[config.mk]
export PLATFORM = sky130hd
export DESIGN_NAME = fifo_read_streamer_flat
export DESIGN_NICKNAME = d
export VERILOG_FILES = /design/src/rtl/fifo_read_streamer_if.sv /design/src/rtl/fifo_read_streamer.sv /design/src/flat_wrapper.sv
export SDC_FILE = /design/constraint.sdc
export NUM_CORES = 1
export LEC_CHECK = 0
export CAP_MARGIN = 20
export CORE_MARGIN = 4
export CORE_UTILIZATION = 44
export CTS_CLUSTER_SIZE = 14
export DETAILED_ROUTE_END_ITERATION = 8
export PLACE_DENSITY = 0.91
export RECOVER_POWER = 25
export SKIP_LAST_GASP = 1
export SYNTH_ARGS = -nofsm -noshare
export SYNTH_HDL_FRONTEND = slang
export SYNTH_SLANG_ARGS = --single-unit
[constraint.sdc]
create_clock -name clock -period 2.9 [get_ports clock]
set_clock_uncertainty 0.2 [all_clocks]
set_input_delay 0.725 -clock clock [delete_from_list [all_inputs] [get_ports clock]]
set_output_delay 0.725 -clock clock [all_outputs]
set_load 0.01 [all_outputs]
[src/rtl/fifo_read_streamer_if.sv]
// fifo_read_streamer_if
//   Output stream of the FIFO read streamer: registered data plus a
//   valid/ready handshake. A word transfers on a cycle where doutValid and
//   doutReady are both high.
// Signals
//   dout       DATA_W  stream data, held stable while doutValid is high
//   doutValid  1       stream valid
//   doutReady  1       downstream accepts dout this cycle
// Modports
//   master  producer side (the streamer)
//   slave   consumer side (display / serial logic)
interface fifo_read_streamer_if #(
    parameter int unsigned DATA_W = 8
) ();

    logic [DATA_W-1:0] dout;
    logic              doutValid;
    logic              doutReady;

    modport master (
        output dout,
        output doutValid,
        input  doutReady
    );

    modport slave (
        input  dout,
        input  doutValid,
        output doutReady
    );

endinterface

[src/rtl/fifo_read_streamer.sv]
// fifo_read_streamer
//   Read-side consumer of the 64-entry data FIFO. Keeps its own read pointer
//   (with wrap bit) against the writer's pointer, fetches words from the FIFO
//   RAM (one cycle read latency) and presents them on a valid/ready stream.
// Ports
//   clock      single clock, posedge
//   reset      synchronous, active-high; wins over everything
//   enable     drain enable; low stops new fetches (a held word still drains)
//   writePtr   writer pointer incl. wrap bit, ADDR_W+1 bits
//   ramData    RAM read data, valid one cycle after re
//   re         RAM read strobe (combinational)
//   ramAddr    RAM read address, low ADDR_W bits of the read pointer
//   empty      writePtr == readPtr (combinational)
//   count      writePtr - readPtr, words still in RAM (0..DEPTH)
//   wordsRead  handshake counter, only with FIFO_READ_STREAMER_STATS_EN
//   strm       output stream (master modport of fifo_read_streamer_if)
// Configuration
//   FIFO_READ_STREAMER_STATS_EN  adds the 16-bit wrapping wordsRead counter.
module fifo_read_streamer #(
    parameter int unsigned DATA_W = 8,
    parameter int unsigned ADDR_W = 6
) (
    input  logic              clock,
    input  logic              reset,
    input  logic              enable,
    input  logic [ADDR_W:0]   writePtr,
    input  logic [DATA_W-1:0] ramData,
    output logic              re,
    output logic [ADDR_W-1:0] ramAddr,
    output logic              empty,
    output logic [ADDR_W:0]   count,
`ifdef FIFO_READ_STREAMER_STATS_EN
    output logic [15:0]       wordsRead,
`endif
    fifo_read_streamer_if.master strm
);

    typedef enum logic [1:0] {
        StIdle,
        StFetch,
        StHold
    } state_e;

    state_e            state_q, state_d;
    logic [ADDR_W:0]   rd_ptr_q, rd_ptr_d;
    logic [DATA_W-1:0] dout_q, dout_d;
    logic              valid_q, valid_d;
    logic              re_fsm;
    logic              issue_ok;
    logic              handshake;

    // Wrap bit distinguishes full (count == DEPTH) from empty.
    assign empty     = (writePtr == rd_ptr_q);
    assign count     = writePtr - rd_ptr_q;
    assign ramAddr   = rd_ptr_q[ADDR_W-1:0];
    assign issue_ok  = enable && !empty;
    assign handshake = valid_q && strm.doutReady;

    // The RAM must never see a read while reset is high.
    assign re = re_fsm && !reset;

    assign strm.dout      = dout_q;
    assign strm.doutValid = valid_q;

    always_comb begin
        state_d  = state_q;
        rd_ptr_d = rd_ptr_q;
        dout_d   = dout_q;
        valid_d  = valid_q;
        re_fsm   = 1'b0;
        unique case (state_q)
            StIdle: begin
                if (issue_ok) begin
                    re_fsm   = 1'b1;
                    rd_ptr_d = rd_ptr_q + 1'b1;
                    state_d  = StFetch;
                end
            end
            StFetch: begin
                // RAM data for the address issued last cycle is valid now.
                dout_d  = ramData;
                valid_d = 1'b1;
                state_d = StHold;
            end
            StHold: begin
                if (handshake) begin
                    valid_d = 1'b0;
                    // Back-to-back issue on the accept cycle: 2 cycles/word.
                    if (issue_ok) begin
                        re_fsm   = 1'b1;
                        rd_ptr_d = rd_ptr_q + 1'b1;
                        state_d  = StFetch;
                    end else begin
                        state_d = StIdle;
                    end
                end
            end
            default: begin
                state_d = StIdle;
                valid_d = 1'b0;
            end
        endcase
    end

    always_ff @(posedge clock) begin
        if (reset) begin
            state_q  <= StIdle;
            rd_ptr_q <= '0;
            dout_q   <= '0;
            valid_q  <= 1'b0;
        end else begin
            state_q  <= state_d;
            rd_ptr_q <= rd_ptr_d;
            dout_q   <= dout_d;
            valid_q  <= valid_d;
        end
    end

`ifdef FIFO_READ_STREAMER_STATS_EN
    logic [15:0] words_q;

    always_ff @(posedge clock) begin
        if (reset) begin
            words_q <= '0;
        end else if (handshake) begin
            words_q <= words_q + 16'd1;
        end
    end

    assign wordsRead = words_q;
`endif

endmodule
[src/flat_wrapper.sv]
// flat-port wrapper written by rule: the top's interface ports become plain ports
module fifo_read_streamer_flat 
#(
    parameter int unsigned DATA_W = 8,
    parameter int unsigned ADDR_W = 6
)
  (clock, reset, enable, writePtr, ramData, re, ramAddr, empty, count, strm_dout, strm_doutValid, strm_doutReady);
  fifo_read_streamer_if #(.DATA_W(DATA_W)) strm_i ();
  input  logic clock;
  input  logic reset;
  input  logic enable;
  input  logic [ADDR_W:0] writePtr;
  input  logic [DATA_W-1:0] ramData;
  output logic re;
  output logic [ADDR_W-1:0] ramAddr;
  output logic empty;
  output logic [ADDR_W:0] count;
  output wire logic [$bits(strm_i.dout)-1:0] strm_dout;
  output wire logic [$bits(strm_i.doutValid)-1:0] strm_doutValid;
  input wire logic [$bits(strm_i.doutReady)-1:0] strm_doutReady;
  assign strm_dout = strm_i.dout;
  assign strm_doutValid = strm_i.doutValid;
  assign strm_i.doutReady = strm_doutReady;
  fifo_read_streamer #(.DATA_W(DATA_W), .ADDR_W(ADDR_W)) u_core (.clock(clock), .reset(reset), .enable(enable), .writePtr(writePtr), .ramData(ramData), .re(re), .ramAddr(ramAddr), .empty(empty), .count(count), .strm(strm_i));
endmodule
==> out/metrics.sh, run 1 <==
RUN_STATUS='complete, but fails checks'
VIOLATIONS='negative setup slack'
TIMING_HOLD_VIOLATIONS_FINAL=0
CRITICAL-PATH-TOP-DELAY-FAMILY='simple AND/OR/NAND/NOR gates'
CTS_TREE='built'
CP_NUM_BUF_INV=3
GRT_FIRST_PASS_WIRELENGTH_UM=6368
WORST_PATH_LARGEST_CELL_DELAY_NS=0.40
POSTSYNTH.ASYNCRESETSHARE_PCT=0
DETAILROUTE.VIA_COUNT=1274
CTS_MAX_LEVEL=1
SETUP-TNS-FINAL_NS=-0.2166
MAX_FREQ_MHz=328.2
BUFFER_CELL_DRIVING_THE_CLOCK_TREE_ROOT='clkbuf_4'
WL_UM=3912
SEQ_AREA_FRAC_SYNTH_PCT=31.17
PLACEMENT.IO_BUFFERS=42
FILLCELLCOUNT=165
CP.ARRIVAL_NS=2.12
END_KIND='output pin'
DIE_AREA_UM2=3512
CLOCK_LATENCY_NS=0.30
HOLD_PATH.CLASS='flip-flop to flip-flop'
MAX-CAP-VIOLATIONS=0
LEAKAGEPOWER_nW=0.7494
FINAL.MIN_CLOCK_PERIOD_NS=3.047
RELSLEWSLACK_PCT=31.99
NUMBER_OF_ENABLE_FLIP_FLOP_CELLS_AFTER_SYNTHESIS=0
LARGEST_NET_DEGREE_AT_THE_START_OF_GLOBAL_ROUTING=24
VIA_PER_INST=5.491
REGAREA_UM2=360.3
AREA_USED_BY_MULTI_INPUT_COMBINATIONAL_LOGIC_UM2=788.3
CRIT_PATH_CELL_TRACE='buf_6, inv_4, ha_4, fa_2, nor2b_4, o31a_1, or4_1, nand3_1, buf_2'
NUMBER_OF_ITERATIONS_IN_THE_FIRST_DETAILED_ROUTING_PASS=4
PEAKVDDDROP_uV=372.9
SYNTH_WARNINGS=0
POST-PLACE-CELLS=223
GRT_ANTENNA_BEFORE_REPAIR=0
PLACEMENT_ROWS=18
FINAL-SETUP-VIOL-COUNT=2
RATIO_OF_CELLS_WITH_DRIVE_ABOVE_1_IN_THE_FINAL_LAYOUT_PCT=31.68
SYNTHDISTINCTLIBCELLS=35
RATIO_OF_FINAL_MINIMUM_PERIOD_TO_CLOCK_PERIOD_PCT=105.1
GLOBALPLACE.CONGESTION=0.7856
FLOORPLAN.CORE_AREA_UM2=2500
FLOORPLAN.DIE.WIDTH_UM=59.26
ANT_NETS=0
DRTITER0DRC=57
POST_SYNTH.CELL_AREA_AVG_UM2=8.258
FINISH.NET_COUNT=230
INITIAL_UTILIZATION_PCT=46.25
GRT_UTIL_ALL_LAYERS_PCT=23.94
FINAL-MAX-SLEW-VIOLATION-COUNT=0
CTS_MADE_BUFFERS=3
SYN_INST=140
TOTAL_POWER_mW=0.6621
CRITPATHLAUNCHTYPE='primary input'
INSERTEDDIODECOUNT=0
FINAL.SETUP.WORST_SLACK_NS=-0.1467
AREAL_POWER_DENSITY_OVER_THE_CELLS_nW_PER_UM2=359.5
POSTSYNTHREGISTERBITS=18
GRT_SETUP_UNREPAIRED='true'
TIMING.SETUP.CRITICAL_PATH_CLASS='primary input to output pin'
DR_DRC_COUNT=0
DP_HPWL_UM=2611
VIA_COUNT_OF_THE_FIRST_GLOBAL_ROUTING_PASS=1360
SYNTH_NETS=167
CTS-ROOT-TO-SINK-BUFFERS=2
HOLDBUFCOUNTCTS=0
BOUNDARYPINS=43
ROUTEDWLPERCELL_UM=16.86
SYN2LAYOUT_AREA_GROWTH_PCT=59.31
CTS_SINKS=18
GR-TOTAL-OVERFLOW=0
PLACEDINSTANCEAREA_UM2=1708
DOMINANTREGCELLSYNTH='dfxtp_1'
CLKSLEWWORSTSETUPHOLDPATHS_NS=0.11
FINISH.INSTANCE_AREA_UM2=1842
CRITPATHSLOWESTCELL='or4_1'
CRIT_FANOUT=2
SYNTHESIS.AREA_UM2=1156
CP.REQUIRED_NS=1.98
TIGHTESTPINTRANSITION_NS=1.020
FINAL_CELLS=232
DIE_HEIGHT_UM=59.26
==> per-layer routing <==
layer / up-vias / track usage (%) / part of all wire, % / wire (µm)
met1: 611 / 26.81 / 39 / 1519
li1: 602 / - / - / -
met3: 12 / 3.704 / 4.1 / 160
met2: 49 / 44.46 / 55 / 2136
met4: 0 / 9.385 / 2.4 / 95
met5: - / 0 / 0 / 0
==> area by class of cell <==
class / instances / area share (%)
clock buffers: 4 / 1.970
inverters: 9 / 1.970
multi-input cells: 102 / 42.80
flip-flops and latches: 18 / 19.57
well taps: 30 / 2.038
repair buffers: 69 / 31.66
==> report_power, final <==
group          leakage [nW]  internal, mW  total (mW)  switching, mW
clock                0.0210        0.0767       0.161         0.0847
combinational         0.582         0.126       0.232          0.106
sequential            0.147         0.259       0.269        0.00955
==> final timing paths <==
check | startpoint | to | slack, ns | depth (start not counted)
max reg2reg | u_core.rd_ptr_q[4] | u_core.rd_ptr_q[3] | 0.65 | 9
min reg2reg | u_core.strm.dout[4] | u_core.strm.dout[4] | 0.27 | 2
min | u_core.strm.dout[4] | u_core.strm.dout[4] | 0.27 | 2
max | writePtr[0] | count[6] | -0.15 | 9
==> flip-flops by register name, indices dropped and copies added, names as in the netlist <==
register               cells
u_core.state_q             2
u_core.strm.dout           8
u_core.rd_ptr_q            7
u_core.strm.doutValid      1
==> synth_stat cells, types with 2 or more instances <==
cell type  instances  area share, %
nor2_1            14            4.5
xnor2_1            2            1.5
o21ai_0            2           0.87
inv_1              9            2.9
dfxtp_1           18             31
clkbuf_1           2           0.65
nand4_1            2            1.1
nor3_1             5            2.2
nand2b_1           4            2.2
nand3_1            3            1.3
mux2_2             2            1.9
or4_1              2            1.3
buf_4              6            3.9
nand2_1           18            5.8
o21a_1             4            2.6
a21oi_1           12            5.2
o211ai_1           2            1.3
mux2_1             2            1.9
ha_1               7            7.6
nor2b_1            7            3.8
buf_1              2           0.65
nor4_4             2            3.7
==> kinds of logic after synthesis <==
group / after synthesis / share of synthesized area [%]
AOI/OAI and AO/OA: 25 / 13.75
muxes: 5 / 4.762
buffers and inverters: 20 / 9.091
and+or+nand+nor: 61 / 29.00
adders and majority gates: 8 / 9.307
DFF: 18 / 31.17
xor gates and xnor gates: 3 / 2.923
==> stage by stage <==
| step | util, % | worst slack, ns | hold slack [ns] |
|---|---|---|---|
| floorplan | - | 0.01018 | 0.2805 |
| global placement | 68.32 | -0.8880 | 0.2442 |
| detailed placement | 68.32 | -0.9802 | 0.2537 |
| CTS | 72.87 | -0.3033 | 0.2683 |
| global route | 73.67 | -0.2424 | 0.2855 |
| finish | 73.67 | -0.1467 | 0.2680 |
==> worst min-delay path, stage by stage, from the launching register on <==
cell     delay [ns]
dfxtp_1        0.33
nand2_1        0.05
a21oi_1        0.05
==> layout by cell type (no fill, tap or decap), drive strengths merged <==
| master | synthesis | final |
|---|---|---|
| o31ai | 1 | 1 |
| dlygate4sd2 | 0 | 1 |
| buf | 9 | 35 |
| nand3b | 1 | 1 |
| nand4 | 2 | 2 |
| dlygate4sd3 | 0 | 1 |
| a21oi | 12 | 12 |
| o211ai | 2 | 2 |
| nand4b | 1 | 1 |
| dlymetal6s2s | 0 | 2 |
| o21ai | 2 | 2 |
| nand3 | 3 | 3 |
| inv | 9 | 9 |
| nor2 | 14 | 14 |
| clkbuf | 2 | 8 |
| nor2b | 7 | 7 |
| a21bo | 1 | 1 |
| o21a | 4 | 4 |
| xnor2 | 2 | 2 |
| clkdlybuf4s50 | 0 | 26 |
| nor4 | 2 | 2 |
| a221oi | 1 | 1 |
| or3 | 1 | 1 |
| o311ai | 1 | 1 |
| mux2i | 1 | 1 |
| nand2 | 18 | 18 |
| nor3 | 6 | 6 |
| mux2 | 4 | 4 |
| nand2b | 4 | 4 |
| dfxtp | 18 | 18 |
| fa | 1 | 1 |
| o31a | 1 | 1 |
| ha | 7 | 7 |
| or4 | 2 | 2 |
| xor2 | 1 | 1 |
==> repair_timing <==
action	CTS	global route
pin swaps	12	13
endpoints found under the setup margin	9	7
buffers inserted	5	1
gates resized for setup	51	19
Power figures use the tool's default switching activity.
==> run 2, diff against run 1 <==
Settings changed: CORE_UTILIZATION 44 to 30, PLACE_DENSITY 0.91 to unset, PLACE_DENSITY_LB_ADDON set to 0.2.
==> run 2 against run 1 <==
  * The run still ends with negative setup slack left
  * Global-route usage is 10 points lower
  * Sequential share of layout area is 0.43 points lower
  * Die area is 40% higher
  * Non-clock buffer count is 4 lower
  * Design area is 2.2% higher
  * First-iteration DRC count is 58% lower
  * Wire length is 20% lower
  * Combinational power is 6% lower
  * Clock power is 26% higher
  * Critical path depth stayed put
  * Largest cell class unchanged
==> out/metrics.sh, run 2 (synthesis results as in run 1) <==
RUN_STATUS='complete, but fails checks'
VIOLATIONS='negative setup slack'
GR-TOTAL-OVERFLOW=0  # unchanged
PEAKVDDDROP_uV=238.2  # -36%
CTS_MAX_LEVEL=1  # unchanged
PLACEMENT_ROWS=22  # +4
FINAL.MIN_CLOCK_PERIOD_NS=3.073  # +0.02675 ns
RELSLEWSLACK_PCT=37.24  # +5.2 points
CTS_TREE='built'
END_KIND='output pin'
CP.REQUIRED_NS=1.98  # about the same
LEAKAGEPOWER_nW=0.7367  # -1.7%
RATIO_OF_FINAL_MINIMUM_PERIOD_TO_CLOCK_PERIOD_PCT=106.0  # +0.92 points
CRIT_FANOUT=2  # unchanged
DIE_HEIGHT_UM=70.08  # +18%
POWER.SEQUENTIAL.FRACTION_PCT=38.8  # -1.8 points
CP.ARRIVAL_NS=2.15  # +0.03 ns
MAX-CAP-VIOLATIONS=0  # unchanged
WL_UM=3115  # -20%
RATIO_OF_CELLS_WITH_DRIVE_ABOVE_1_IN_THE_FINAL_LAYOUT_PCT=28.79  # -2.9 points
GLOBALPLACE.CONGESTION=0.7896  # +0.51%
CRITPATHSLOWESTCELL='or4_1'
CTS_SINKS=18  # unchanged
NUMBER_OF_ITERATIONS_IN_THE_FIRST_DETAILED_ROUTING_PASS=4  # unchanged
BOUNDARYPINS=43  # unchanged
FINISH.NET_COUNT=226  # -1.7%
CELL_INTERNAL_POWER_mW=0.5028  # +8.8%
WHS_ENDPOINT='u_core.strm.dout[3]'
TIMING.REG2REG.WORST_PATH_DEPTH=8  # -1
LAYOUT.CELLS.MOST_COMMON_LIST='clkdlybuf4s50_1, buf_4, nand2_1, dfxtp_1, nor2_1'
CLKPWRFRAC_PCT=29.4  # +5.0 points
WORST_PATH_LARGEST_CELL_DELAY_NS=0.40  # about the same
CP_NUM_BUF_INV=3  # unchanged
POWER_SWITCHING_SHARE_PCT=27.14  # -3.1 points
PLACEDINSTANCEAREA_UM2=1723  # +0.88%
AREA_USED_BY_MULTI_INPUT_COMBINATIONAL_LOGIC_UM2=814.5  # +3.3%
DIE_AREA_UM2=4911  # +40%
FINAL.SETUP.WORST_SLACK_NS=-0.1735  # -0.02675 ns
VIA_PER_INST=4.667  # -15%
HOLD_PATH.CLASS='flip-flop to flip-flop'
NUMBER_OF_FLIP_FLOPS_UNDER_THE_LARGEST_REGISTER_NAME=8  # unchanged
R2R_START='u_core.rd_ptr_q[3]'
REGAREA_UM2=360.3  # unchanged
FINAL-SETUP-VIOL-COUNT=1  # -1
HP-START='u_core.strm.dout[3]'
FLOORPLAN.DIE.WIDTH_UM=70.08  # +18%
SETUP-TNS-FINAL_NS=-0.1735  # +0.04311 ns
DRTITER0DRC=24  # -58%
GRT_UTIL_ALL_LAYERS_PCT=13.77  # -10 points
CRITPATHLAUNCHTYPE='primary input'
DP_HPWL_UM=2524  # -3.3%
CTS-ROOT-TO-SINK-BUFFERS=2  # unchanged
DR_DRC_COUNT=0  # unchanged
CTS_MADE_BUFFERS=3  # unchanged
GRT_FIRST_PASS_WIRELENGTH_UM=5478  # -14%
INSERTEDDIODECOUNT=0  # unchanged
MAX_FREQ_MHz=325.4  # -0.87%
COMBPWRFRAC_PCT=31.7  # -3.3 points
CLOCK_LATENCY_NS=0.25  # -0.05 ns
ANT_NETS=0  # unchanged
TIMING.SETUP.CRITICAL_PATH_CLASS='primary input to output pin'
CRITICAL-PATH-TOP-DELAY-FAMILY='simple AND/OR/NAND/NOR gates'
ROUTEDWLPERCELL_UM=12.66  # -25%
SYN2LAYOUT_AREA_GROWTH_PCT=62.88
HOLDBUFCOUNTCTS=0  # unchanged
BUFFER_CELL_DRIVING_THE_CLOCK_TREE_ROOT='clkbuf_8'
TIMING_HOLD_VIOLATIONS_FINAL=0  # unchanged
R2R_SLACK_NS=0.79  # +0.14 ns
FINISH.INSTANCE_AREA_UM2=1883  # +2.2%
FINAL-MAX-SLEW-VIOLATION-COUNT=0  # unchanged
AREAL_POWER_DENSITY_OVER_THE_CELLS_nW_PER_UM2=366.5  # +1.9%
FILLCELLCOUNT=375  # +130%
DETAILROUTE.VIA_COUNT=1148  # -9.9%
CLKSLEWWORSTSETUPHOLDPATHS_NS=0.06  # -0.05 ns
LARGEST_NET_DEGREE_AT_THE_START_OF_GLOBAL_ROUTING=24  # unchanged
MOST_FREQUENT_STANDARD_CELL_IN_THE_LAYOUT_EXCLUDING_FILL_AND_TAP_CELLS='clkdlybuf4s50_1'
PLACEMENT.IO_BUFFERS=42  # unchanged
INITIAL_UTILIZATION_PCT=31.34  # -15 points
POWER.NET_SWITCHING_mW=0.1873  # -6.4%
HOLD_PATH_DEPTH=2  # unchanged
GRT_SETUP_UNREPAIRED='true'
FLOORPLAN.CORE_AREA_UM2=3689  # +48%
GRT_ANTENNA_BEFORE_REPAIR=0  # unchanged
VIA_COUNT_OF_THE_FIRST_GLOBAL_ROUTING_PASS=1211  # -11%
CRIT_PATH_CELL_TRACE='buf_6, inv_4, ha_4, fa_2, nor2b_4, o31a_1, or4_1, nand3_1, buf_2'
CRITICAL_PATH.REG2REG.ENDPOINT='u_core.rd_ptr_q[3]'
TIGHTESTPINTRANSITION_NS=0.9415  # -0.07869 ns
## run 2: changes by cell type in the layout (fill, tap and decap cells not counted), sizes merged
| cell | change |
|---|---|
| dlymetal6s2s | -2 |
| buf | -4 |
| clkbuf | -2 |
| clkdlybuf4s50 | +1 |
| clkdlybuf4s15 | +2 |
| dlygate4sd2 | +1 |
## run 2: cell type report
class	instances	share of cell area, %
clock buffers	4	2.924
inverters	9	1.927
multi-input cells	102	43.26
flip-flops and latches	18	19.14
well taps	48	3.189
repair buffers	65	29.57
## run 2: layer usage
metal	part of all wire [%]	GRT usage [%]	up-vias	routed length, µm
li1	-	-	593	-
met1	43	15.08	532	1324
met2	53	25.81	21	1645
met3	3.9	3.597	2	121
met4	0.77	3.830	0	24
met5	0	0	-	0
## run 2: repair_timing
item                       4_1_cts  5_1_grt
buffers inserted                 2        1
pin swaps                       15        7
resized for setup               61        6
setup endpoints to repair        9        6
## run 2: worst register-to-register path, cell delays in order, from the launching register on
cell	delay (ns)
dfxtp_1	0.33
inv_1	0.07
ha_4	0.25
buf_6	0.13
nand4_1	0.13
nor3_4	0.06
buf_4	0.18
or4_1	0.52
a21oi_1	0.16
## run 2: through the flow
step	power, mW	setup WS [ns]	hold WS, ns	instances	util, %
floorplan	0.3689	0.01018	0.2805	140	-
global placement	0.4771	-0.8942	0.2413	240	46.71
detailed placement	0.4819	-0.9515	0.2490	240	46.71
CTS	0.6940	-0.3065	0.2583	245	50.24
global route	0.7355	-0.2509	0.2939	246	51.05
finish	0.6901	-0.1735	0.2559	246	51.05
## run 2: power groups by stage
stage / registers, mW / clock network [mW] / logic [mW]
floorplan: 0.277 / 0 / 0.0916
global placement: 0.272 / 0 / 0.205
detailed placement: 0.273 / 0 / 0.209
CTS: 0.268 / 0.212 / 0.214
global route: 0.270 / 0.225 / 0.241
finish: 0.268 / 0.203 / 0.219
## run 2: how the worst max path moves through the flow
stage                     cells after the start         from  slack, ns  endpoint
final                                         9  writePtr[0]      -0.17  count[6]
after global routing                          9  writePtr[0]      -0.25  count[6]
after CTS                                     9  writePtr[0]      -0.31  count[6]
after detailed placement                      9  writePtr[0]      -0.95  count[6]
after global placement                        9  writePtr[0]      -0.89  count[6]
after floorplan                               5  writePtr[2]       0.01  count[6]
